### src/rtl/seq_alu_pkg.sv
// Shared types for the registered ALU: opcode and FSM encodings plus the
// result-flag bundle.
package seq_alu_pkg;

   typedef enum logic [2:0] {
      OP_ADD = 3'b000,
      OP_SUB = 3'b001,
      OP_AND = 3'b010,
      OP_OR  = 3'b011,
      OP_XOR = 3'b100,
      OP_NOT = 3'b101,
      OP_SHL = 3'b110,
      OP_MUL = 3'b111
   } op_e;

   typedef enum logic {
      ST_IDLE = 1'b0,
      ST_MUL  = 1'b1
   } state_e;

   typedef struct packed {
      logic carry;
      logic zero;
      logic neg;
      logic ovf;
   } flags_t;

endpackage

### src/rtl/seq_alu_mul.sv
// Unsigned shift-add multiplier: one bit of b per cycle over WIDTH cycles.
// done and product are combinational during the final step.
module seq_alu_mul #(
   parameter int unsigned WIDTH = 8
) (
   input  logic                 clk,
   input  logic                 rst,
   input  logic                 start,
   input  logic [WIDTH-1:0]     a,
   input  logic [WIDTH-1:0]     b,
   output logic                 done,
   output logic [2*WIDTH-1:0]   product
);

   localparam int unsigned CW = $clog2(WIDTH + 1);

   logic [CW-1:0]        cnt_q;
   logic [WIDTH-1:0]     mcand_q;
   logic [2*WIDTH-1:0]   prod_q;
   logic [2*WIDTH-1:0]   prod_d;
   logic [WIDTH:0]       sum;

   // Upper half accumulates the multiplicand; lower half holds the unused
   // multiplier bits and shifts right as product bits fill in from the top.
   always_comb begin
      sum    = {1'b0, prod_q[2*WIDTH-1:WIDTH]} + (prod_q[0] ? {1'b0, mcand_q} : '0);
      prod_d = {sum, prod_q[WIDTH-1:1]};
   end

   assign done    = (cnt_q == CW'(1));
   assign product = prod_d;

   always_ff @(posedge clk) begin
      if (rst) begin
         cnt_q   <= '0;
         mcand_q <= '0;
         prod_q  <= '0;
      end else if (start) begin
         cnt_q   <= CW'(WIDTH);
         mcand_q <= a;
         prod_q  <= {{WIDTH{1'b0}}, b};
      end else if (cnt_q != '0) begin
         cnt_q   <= cnt_q - CW'(1);
         prod_q  <= prod_d;
      end
   end

endmodule

### src/rtl/seq_alu.sv
// Registered ALU with valid/ready handshake, accumulator chaining and a
// multi-cycle multiply; results and flags are held until consumed.
module seq_alu
   import seq_alu_pkg::*;
#(
   parameter int unsigned WIDTH = 8
) (
   input  logic               clk,
   input  logic               rst,
   input  logic               in_valid,
   output logic               in_ready,
   input  logic [WIDTH-1:0]   a,
   input  logic [WIDTH-1:0]   b,
   input  logic [2:0]         op,
   input  logic               use_acc,
   output logic               out_valid,
   input  logic               out_ready,
   output logic [WIDTH-1:0]   y,
   output logic [WIDTH-1:0]   y_hi,
   output logic               carry,
   output logic               zero,
   output logic               neg,
   output logic               ovf
);

   state_e               state_q;
   logic [WIDTH-1:0]     acc_q;
   logic [WIDTH-1:0]     y_q;
   logic [WIDTH-1:0]     y_hi_q;
   flags_t               flags_q;
   logic                 out_valid_q;

   op_e                  op_in;
   logic [WIDTH-1:0]     a_eff;
   logic [WIDTH:0]       wide;
   logic [WIDTH-1:0]     res;
   logic                 res_c;
   logic                 res_v;
   logic [WIDTH-1:0]     y_d;
   logic [WIDTH-1:0]     y_hi_d;
   flags_t               flags_d;
   logic                 accept;
   logic                 mul_start;
   logic                 mul_done;
   logic                 load;
   logic [2*WIDTH-1:0]   product;

   assign op_in     = op_e'(op);
   assign a_eff     = use_acc ? acc_q : a;
   assign in_ready  = (state_q == ST_IDLE) && (!out_valid_q || out_ready);
   assign accept    = in_valid && in_ready;
   assign mul_start = accept && (op_in == OP_MUL);
   assign load      = (accept && (op_in != OP_MUL)) || ((state_q == ST_MUL) && mul_done);

   seq_alu_mul #(.WIDTH(WIDTH)) u_mul (
      .clk     (clk),
      .rst     (rst),
      .start   (mul_start),
      .a       (a_eff),
      .b       (b),
      .done    (mul_done),
      .product (product)
   );

   always_comb begin
      wide  = '0;
      res   = '0;
      res_c = 1'b0;
      res_v = 1'b0;
      case (op_in)
         OP_ADD: begin
            wide  = {1'b0, a_eff} + {1'b0, b};
            res   = wide[WIDTH-1:0];
            res_c = wide[WIDTH];
            res_v = (a_eff[WIDTH-1] == b[WIDTH-1]) && (res[WIDTH-1] != a_eff[WIDTH-1]);
         end
         OP_SUB: begin
            wide  = {1'b0, a_eff} - {1'b0, b};
            res   = wide[WIDTH-1:0];
            res_c = wide[WIDTH];
            res_v = (a_eff[WIDTH-1] != b[WIDTH-1]) && (res[WIDTH-1] != a_eff[WIDTH-1]);
         end
         OP_AND:  res = a_eff & b;
         OP_OR:   res = a_eff | b;
         OP_XOR:  res = a_eff ^ b;
         OP_NOT:  res = ~a_eff;
         OP_SHL: begin
            res   = {a_eff[WIDTH-2:0], 1'b0};
            res_c = a_eff[WIDTH-1];
         end
         default: res = '0;
      endcase
   end

   // While in ST_MUL the only possible load is the multiplier's final step.
   always_comb begin
      flags_d = '0;
      if (state_q == ST_MUL) begin
         y_d           = product[WIDTH-1:0];
         y_hi_d        = product[2*WIDTH-1:WIDTH];
         flags_d.carry = |y_hi_d;
      end else begin
         y_d           = res;
         y_hi_d        = '0;
         flags_d.carry = res_c;
         flags_d.ovf   = res_v;
      end
      flags_d.zero = (y_d == '0);
      flags_d.neg  = y_d[WIDTH-1];
   end

   always_ff @(posedge clk) begin
      if (rst) begin
         state_q     <= ST_IDLE;
         acc_q       <= '0;
         y_q         <= '0;
         y_hi_q      <= '0;
         flags_q     <= '0;
         out_valid_q <= 1'b0;
      end else begin
         case (state_q)
            ST_IDLE: if (mul_start) state_q <= ST_MUL;
            ST_MUL:  if (mul_done)  state_q <= ST_IDLE;
         endcase
         if (load) begin
            y_q         <= y_d;
            y_hi_q      <= y_hi_d;
            flags_q     <= flags_d;
            acc_q       <= y_d;
            out_valid_q <= 1'b1;
         end else if (out_ready) begin
            out_valid_q <= 1'b0;
         end
      end
   end

   assign out_valid = out_valid_q;
   assign y         = y_q;
   assign y_hi      = y_hi_q;
   assign carry     = flags_q.carry;
   assign zero      = flags_q.zero;
   assign neg       = flags_q.neg;
   assign ovf       = flags_q.ovf;

endmodule

### config.mk
export PLATFORM = sky130hd
export DESIGN_NAME = seq_alu
export DESIGN_NICKNAME = d
export VERILOG_FILES = /design/src/rtl/seq_alu_pkg.sv /design/src/rtl/seq_alu_mul.sv /design/src/rtl/seq_alu.sv
export SDC_FILE = /design/constraint.sdc
export NUM_CORES = 1
export LEC_CHECK = 0
export ABC_AREA = 1
export CORE_ASPECT_RATIO = 1.1
export CORE_MARGIN = 3
export CORE_UTILIZATION = 48
export CTS_CLUSTER_SIZE = 8
export DETAILED_ROUTE_END_ITERATION = 10
export GPL_TIMING_DRIVEN = 0
export PLACE_DENSITY = 0.71
export SLEW_MARGIN = 10
export SYNTH_ARGS = -nofsm -noshare
export SYNTH_HDL_FRONTEND = slang
export SYNTH_HIERARCHICAL = 1
export SYNTH_SLANG_ARGS = --single-unit
### constraint.sdc
create_clock -name clk -period 3.3 [get_ports clk]
set_input_delay 0.66 -clock clk [delete_from_list [all_inputs] [get_ports clk]]
set_output_delay 0.66 -clock clk [all_outputs]
set_load 0.005 [all_outputs]
==> results of run 1 <==
-- worst paths after layout --
check             cells after the start                      endpoint                          from  slack [ps]
setup reg to reg                     15             zero$_SDFFE_PP0P_             y[1]$_SDFFE_PP0P_         480
setup / recovery                     13             zero$_SDFFE_PP0P_                          a[1]         270
hold reg to reg                       2  u_mul/prod_q[8]$_SDFFE_PP0P_  u_mul/prod_q[8]$_SDFFE_PP0P_         470
hold / removal                        2  u_mul/prod_q[8]$_SDFFE_PP0P_  u_mul/prod_q[8]$_SDFFE_PP0P_         470
-- worst reg2reg max path, stage by stage (launching register included) --
cell	delay, ps
dfxtp_1	330
inv_1	60
o21ai_0	800
ha_1	320
nand2_1	60
nand2_1	90
inv_1	60
nand2_1	80
nand2_1	50
nand3_1	80
nand3_1	110
a21boi_1	260
nand2_1	90
nor2_1	120
nand3_1	90
a21oi_1	140
-- Yosys cell counts (4+ instances only) --
cell type,instances
buf_6,4
buf_4,12
dfxtp_1,49
o21ai_2,4
ha_1,38
a31oi_2,8
nand3_1,46
o211ai_1,8
o21ai_0,35
nand3_2,13
nand4_1,5
a21oi_1,28
nand2_1,193
nor2_1,63
inv_1,112
nand2_2,8
-- area by class of cell --
type / count / area (sq um) / share of cell area
buffer: 25 / 199 / 0.0397
tap: 111 / 139 / 0.0277
inverter: 120 / 468 / 0.0933
timing repair buffer: 43 / 430 / 0.0858
clock buffer: 5 / 68.8 / 0.0137
multi-input combinational: 484 / 2710 / 0.540
sequential: 49 / 981 / 0.196
clock inverter: 3 / 21.3 / 0.00424
-- kinds of logic after synthesis --
logic type	synth area share
flip-flops	0.225
buffers and inverters	0.153
multiplexers	0.00230
AND/OR/NAND/NOR	0.352
XOR/XNOR	0.00804
adder cells (fa/ha/maj)	0.123
AO/OA/AOI/OAI	0.137
-- layer usage --
layer,vias to the layer above,share of wire,GRT usage
met5,-,0,0
met3,22,0.040,0.0322
met2,102,0.46,0.393
li1,2218,-,-
met1,1948,0.47,0.313
met4,0,0.028,0.0702
-- sequential cells by signal, summed over array words and instances (netlist names) --
register,flops
y,8
ovf,1
u_mul/mcand_q,8
zero,1
u_mul/prod_q,16
state_q,1
y_hi,8
carry,1
u_mul/cnt_q,4
out_valid,1
-- power breakdown --
| part | internal (mW) | switching [mW] | leakage, nW |
|---|---|---|---|
| combinational | 0.494 | 0.733 | 2.20 |
| clock | 0.151 | 0.218 | 0.0445 |
| sequential | 0.694 | 0.0801 | 0.401 |
==> impl_metrics.env, run 1 <==
export IMPL_clock_latency_ps=310
export IMPL_fin_cells=840
export IMPL_ys_types=46
export IMPL_grtUsageTotal=0.234
export IMPL_grt_max_degree=17
export IMPL_worstPathArrival_ps=3260
export IMPL_postCtsSetupRepairBufs=0
export IMPL_clockBufferDepth=2
export IMPL_cts_tree="done"
export IMPL_finalCriticalPeriod_ps=3030
export IMPL_crit_fanout=5
export IMPL_placed_cells=832
export IMPL_die_x_um=96.9
export IMPL_drive_above_1_share=0.111
export IMPL_diodes=0
export IMPL_cts_hold_buffers_added=0
export IMPL_hold_viol=0
export IMPL_synthToLayoutAreaGrowth_pct=15.1
export IMPL_numCtsBuffers=5
export IMPL_worst_slack_ps=270
export IMPL_finalMaxSlewViolations=0
export IMPL_fin_skew_ps=10.1
export IMPL_fmax_mhz=330
export IMPL_grt_overflow=0
export IMPL_drtIter0Drc=261
export IMPL_status="complete, no violations"
export IMPL_setup_violations=0
export IMPL_async_flop_share=0
export IMPL_ys_warn_count=6
export IMPL_worst_slew_pin_slew_ps=1010
export IMPL_hold_path_class="flip-flop to flip-flop"
export IMPL_synth_edf_count=0
export IMPL_finalSetupTns_ps=0
export IMPL_drt_total_wl_um=12000
export IMPL_cp_required_ps=3530
export IMPL_place_ws_ps=52.0
export IMPL_max_cap_violations=0
export IMPL_syn_nets=743
export IMPL_dp_hpwl_um=9460
export IMPL_start_kind="input pin"
export IMPL_final_fill_count=855
export IMPL_drcViolationCount=0
export IMPL_via_count=4290
export IMPL_ys_seq_area_frac=0.225
export IMPL_end_kind="flip-flop"
export IMPL_slowest_delay_ps=630
export IMPL_ys_ff_latch=49
export IMPL_dpl_cell_area_sq_um=4930
export IMPL_fp_dieH_um=106
export IMPL_maxSlewHeadroom=0.317
export IMPL_cts_resized_gates=0
export IMPL_final_util=0.582
export IMPL_vias_per_cell=5.11
export IMPL_cp_top_family="simple AND/OR/NAND/NOR gates"
export IMPL_row_count=35
export IMPL_grt_pass1_wl_um=19900
export IMPL_cpMostUsedCell="nand3_1"
export IMPL_synthFlopType="dfxtp_1"
export IMPL_min_period_over_period=0.918
export IMPL_port_buffers=43
export IMPL_crit_chain="clkdlybuf4s50_1, nand2_1, o21ai_0, fa_1, nand3_1, nand3_1, nand3_1, nand3_1, a21boi_1, nand2_1, nor2_1, nand3_1, a21oi_1"
export IMPL_synth_area_sq_um=4360
export IMPL_synth_top_area_frac=0.225
export IMPL_antenna_found_initial=0
export IMPL_dr_pass1_iters=5
export IMPL_antenna_left=0
export IMPL_nets=793
export IMPL_cp_num_buf_inv=1
export IMPL_leakage_nw=2.64
export IMPL_grt_pass1_vias=4057
export IMPL_crit_type="input pin to flip-flop"
export IMPL_detail_route_wl_per_cell_um=14.3
export IMPL_final_area_sq_um=5020
export IMPL_cts_sinks=49
export IMPL_synthCells=678
export IMPL_htree_levels=2
export IMPL_power_mw=2.37
export IMPL_vdd_ir_drop_max_uv=445
export IMPL_gp_routability_congestion=0.895
export IMPL_dieArea_sq_um=10300
export IMPL_cp_slowest_cell="fa_1"
export IMPL_syn_avg_cell_area_sq_um=6.43
export IMPL_layout_common_cells="nand2_1, inv_1, nor2_1"
export IMPL_power_density_nw_per_um2=472
export IMPL_rsz0062_at_grt="no"
export IMPL_layout_commonest_cell="nand2_1"
export IMPL_cts_root_buffer="clkbuf_8"
export IMPL_clkTransAtPathRegs_ps=90
export IMPL_yosys_top_cells_area="dfxtp_1, nand2_1, ha_1"
export IMPL_core_sq_um=8630
export IMPL_start_util=0.505
export IMPL_yosys_area_top_type="dfxtp_1"
export IMPL_whs_ps=472
export IMPL_ioPinCount=46
No activity file was read; power rests on OpenSTA's default activity.
==> run 2: changes to the inputs <==
- ABC_CLOCK_PERIOD_IN_PS: not set -> 3300
- HOLD_SLACK_MARGIN: not set -> 0.06
==> results of run 2 <==
Same layout as run 1: the final DEF is identical, and so are final timing and power.
==> run 3: changes to the inputs <==
- CTS_BUF_LIST: not set -> sky130_fd_sc_hd__clkbuf_8
- RECOVER_POWER: not set -> 100
==> impl_metrics.env, run 3 (synthesis results as in run 1) <==
export IMPL_hold_viol=0
export IMPL_setup_violations=0
export IMPL_drive_above_1_share=0.0988
export IMPL_power_frac_comb=0.514
export IMPL_start_kind="input pin"
export IMPL_cp_num_buf_inv=1
export IMPL_grt_pass1_wl_um=19900
export IMPL_cts_resized_gates=0
export IMPL_worstPathArrival_ps=3270
export IMPL_max_cap_violations=0
export IMPL_dieArea_sq_um=10300
export IMPL_rsz0062_at_grt="no"
export IMPL_power_frac_seq=0.329
export IMPL_nets=793
export IMPL_cp_required_ps=3530
export IMPL_gp_routability_congestion=0.895
export IMPL_numCtsBuffers=5
export IMPL_leakage_nw=2.68
export IMPL_antenna_found_initial=0
export IMPL_vias_per_cell=5.12
export IMPL_dp_hpwl_um=9460
export IMPL_row_count=35
export IMPL_crit_chain="clkdlybuf4s50_1, nand2_1, o21ai_0, fa_1, nand3_1, nand3_1, nand3_1, nand3_1, a21boi_1, nand2_1, nor2_1, nand3_1, a21oi_1"
export IMPL_die_x_um=96.9
export IMPL_final_area_sq_um=4990
export IMPL_cts_root_buffer="clkbuf_8"
export IMPL_crit_fanout=5
export IMPL_vdd_ir_drop_max_uv=446
export IMPL_grt_overflow=0
export IMPL_cts_hold_buffers_added=0
export IMPL_end_kind="flip-flop"
export IMPL_final_util=0.578
export IMPL_dr_pass1_iters=5
export IMPL_p_sw_mw=1.02
export IMPL_fp_dieH_um=106
export IMPL_worst_slack_ps=267
export IMPL_htree_levels=2
export IMPL_status="complete, no violations"
export IMPL_grtUsageTotal=0.234
export IMPL_antenna_left=0
export IMPL_clockPowerShare=0.156
export IMPL_worst_slew_pin_slew_ps=1020
export IMPL_path_depth=13
export IMPL_layout_commonest_cell="nand2_1"
export IMPL_detail_route_wl_per_cell_um=14.2
export IMPL_drcViolationCount=0
export IMPL_cpMostUsedCell="nand3_1"
export IMPL_largest_reg_flops=16
export IMPL_p_int_mw=1.33
export IMPL_maxSlewHeadroom=0.316
export IMPL_drt_total_wl_um=12000
export IMPL_slowest_delay_ps=630
export IMPL_core_sq_um=8630
export IMPL_top_register="u_mul/prod_q"
export IMPL_clockBufferDepth=2
export IMPL_port_buffers=43
export IMPL_cts_sinks=49
export IMPL_crit_type="input pin to flip-flop"
export IMPL_synthToLayoutAreaGrowth_pct=14.4
export IMPL_cp_slowest_cell="fa_1"
export IMPL_grt_max_degree=17
export IMPL_via_count=4301
export IMPL_dpl_cell_area_sq_um=4930
export IMPL_diodes=0
export IMPL_p_sw_frac=0.436
export IMPL_start_util=0.505
export IMPL_clock_latency_ps=310
export IMPL_place_ws_ps=52.0
export IMPL_layout_common_cells="nand2_1, inv_1, nor2_1"
export IMPL_min_period_over_period=0.919
export IMPL_rr_worst_depth=15
export IMPL_hold_path_cell_count=2
export IMPL_finalSetupTns_ps=0
export IMPL_final_fill_count=861
export IMPL_fin_skew_ps=10.4
export IMPL_finalCriticalPeriod_ps=3030
export IMPL_finalMaxSlewViolations=0
export IMPL_power_density_nw_per_um2=471
export IMPL_cp_top_family="simple AND/OR/NAND/NOR gates"
export IMPL_postCtsSetupRepairBufs=0
export IMPL_ioPinCount=46
export IMPL_hold_path_class="flip-flop to flip-flop"
export IMPL_drtIter0Drc=315
export IMPL_cts_tree="done"
export IMPL_clkTransAtPathRegs_ps=90
export IMPL_grt_pass1_vias=4057
export IMPL_fmax_mhz=330
[run 3: through the flow]
| stage | power, mW | hold slack [ps] | std cells |
|---|---|---|---|
| final | 2.35 | 471 | 840 |
| after global routing | 2.55 | 493 | 840 |
| after CTS | 2.38 | 477 | 840 |
| after detailed placement | 2.01 | 458 | 832 |
| after global placement | 1.98 | 454 | 832 |
| after floorplan | 1.68 | 448 | 678 |
[run 3: layout make-up]
type / instances / area, sq um / area share
flip-flops and latches: 49 / 981 / 0.197
repair buffers: 43 / 430 / 0.0863
clock buffers: 5 / 68.8 / 0.0138
well taps: 111 / 139 / 0.0279
plain buffers: 25 / 185 / 0.0371
clock inverters: 3 / 21.3 / 0.00427
inverters: 120 / 468 / 0.0939
multi-input cells: 484 / 2690 / 0.540
[run 3: worst paths after layout]
path                                      from                      endpoint  slack, ps
setup reg to reg             y[1]$_SDFFE_PP0P_             zero$_SDFFE_PP0P_        470
hold / removal    u_mul/prod_q[8]$_SDFFE_PP0P_  u_mul/prod_q[8]$_SDFFE_PP0P_        470
hold reg to reg   u_mul/prod_q[8]$_SDFFE_PP0P_  u_mul/prod_q[8]$_SDFFE_PP0P_        470
setup / recovery                          a[1]             zero$_SDFFE_PP0P_        270
[run 3: power groups by stage]
stage	Sequential [mW]	Clock [mW]	Combinational, mW
floorplan	0.769	0	0.913
global placement	0.781	0	1.20
detailed placement	0.785	0	1.22
CTS	0.774	0.380	1.23
global route	0.784	0.405	1.36
finish	0.773	0.367	1.21
[run 3: worst min-delay path: stages, from the launching register on]
cell and delay, ps:
dfxtp_1 330, nand2_2 70, a21oi_2 40
[run 3: per-layer routing]
metal  global-route usage  wire length (um)
met5                    0                 0
met4               0.0702               271
met3               0.0322               569
met2                0.393              5650
met1                0.313              5480
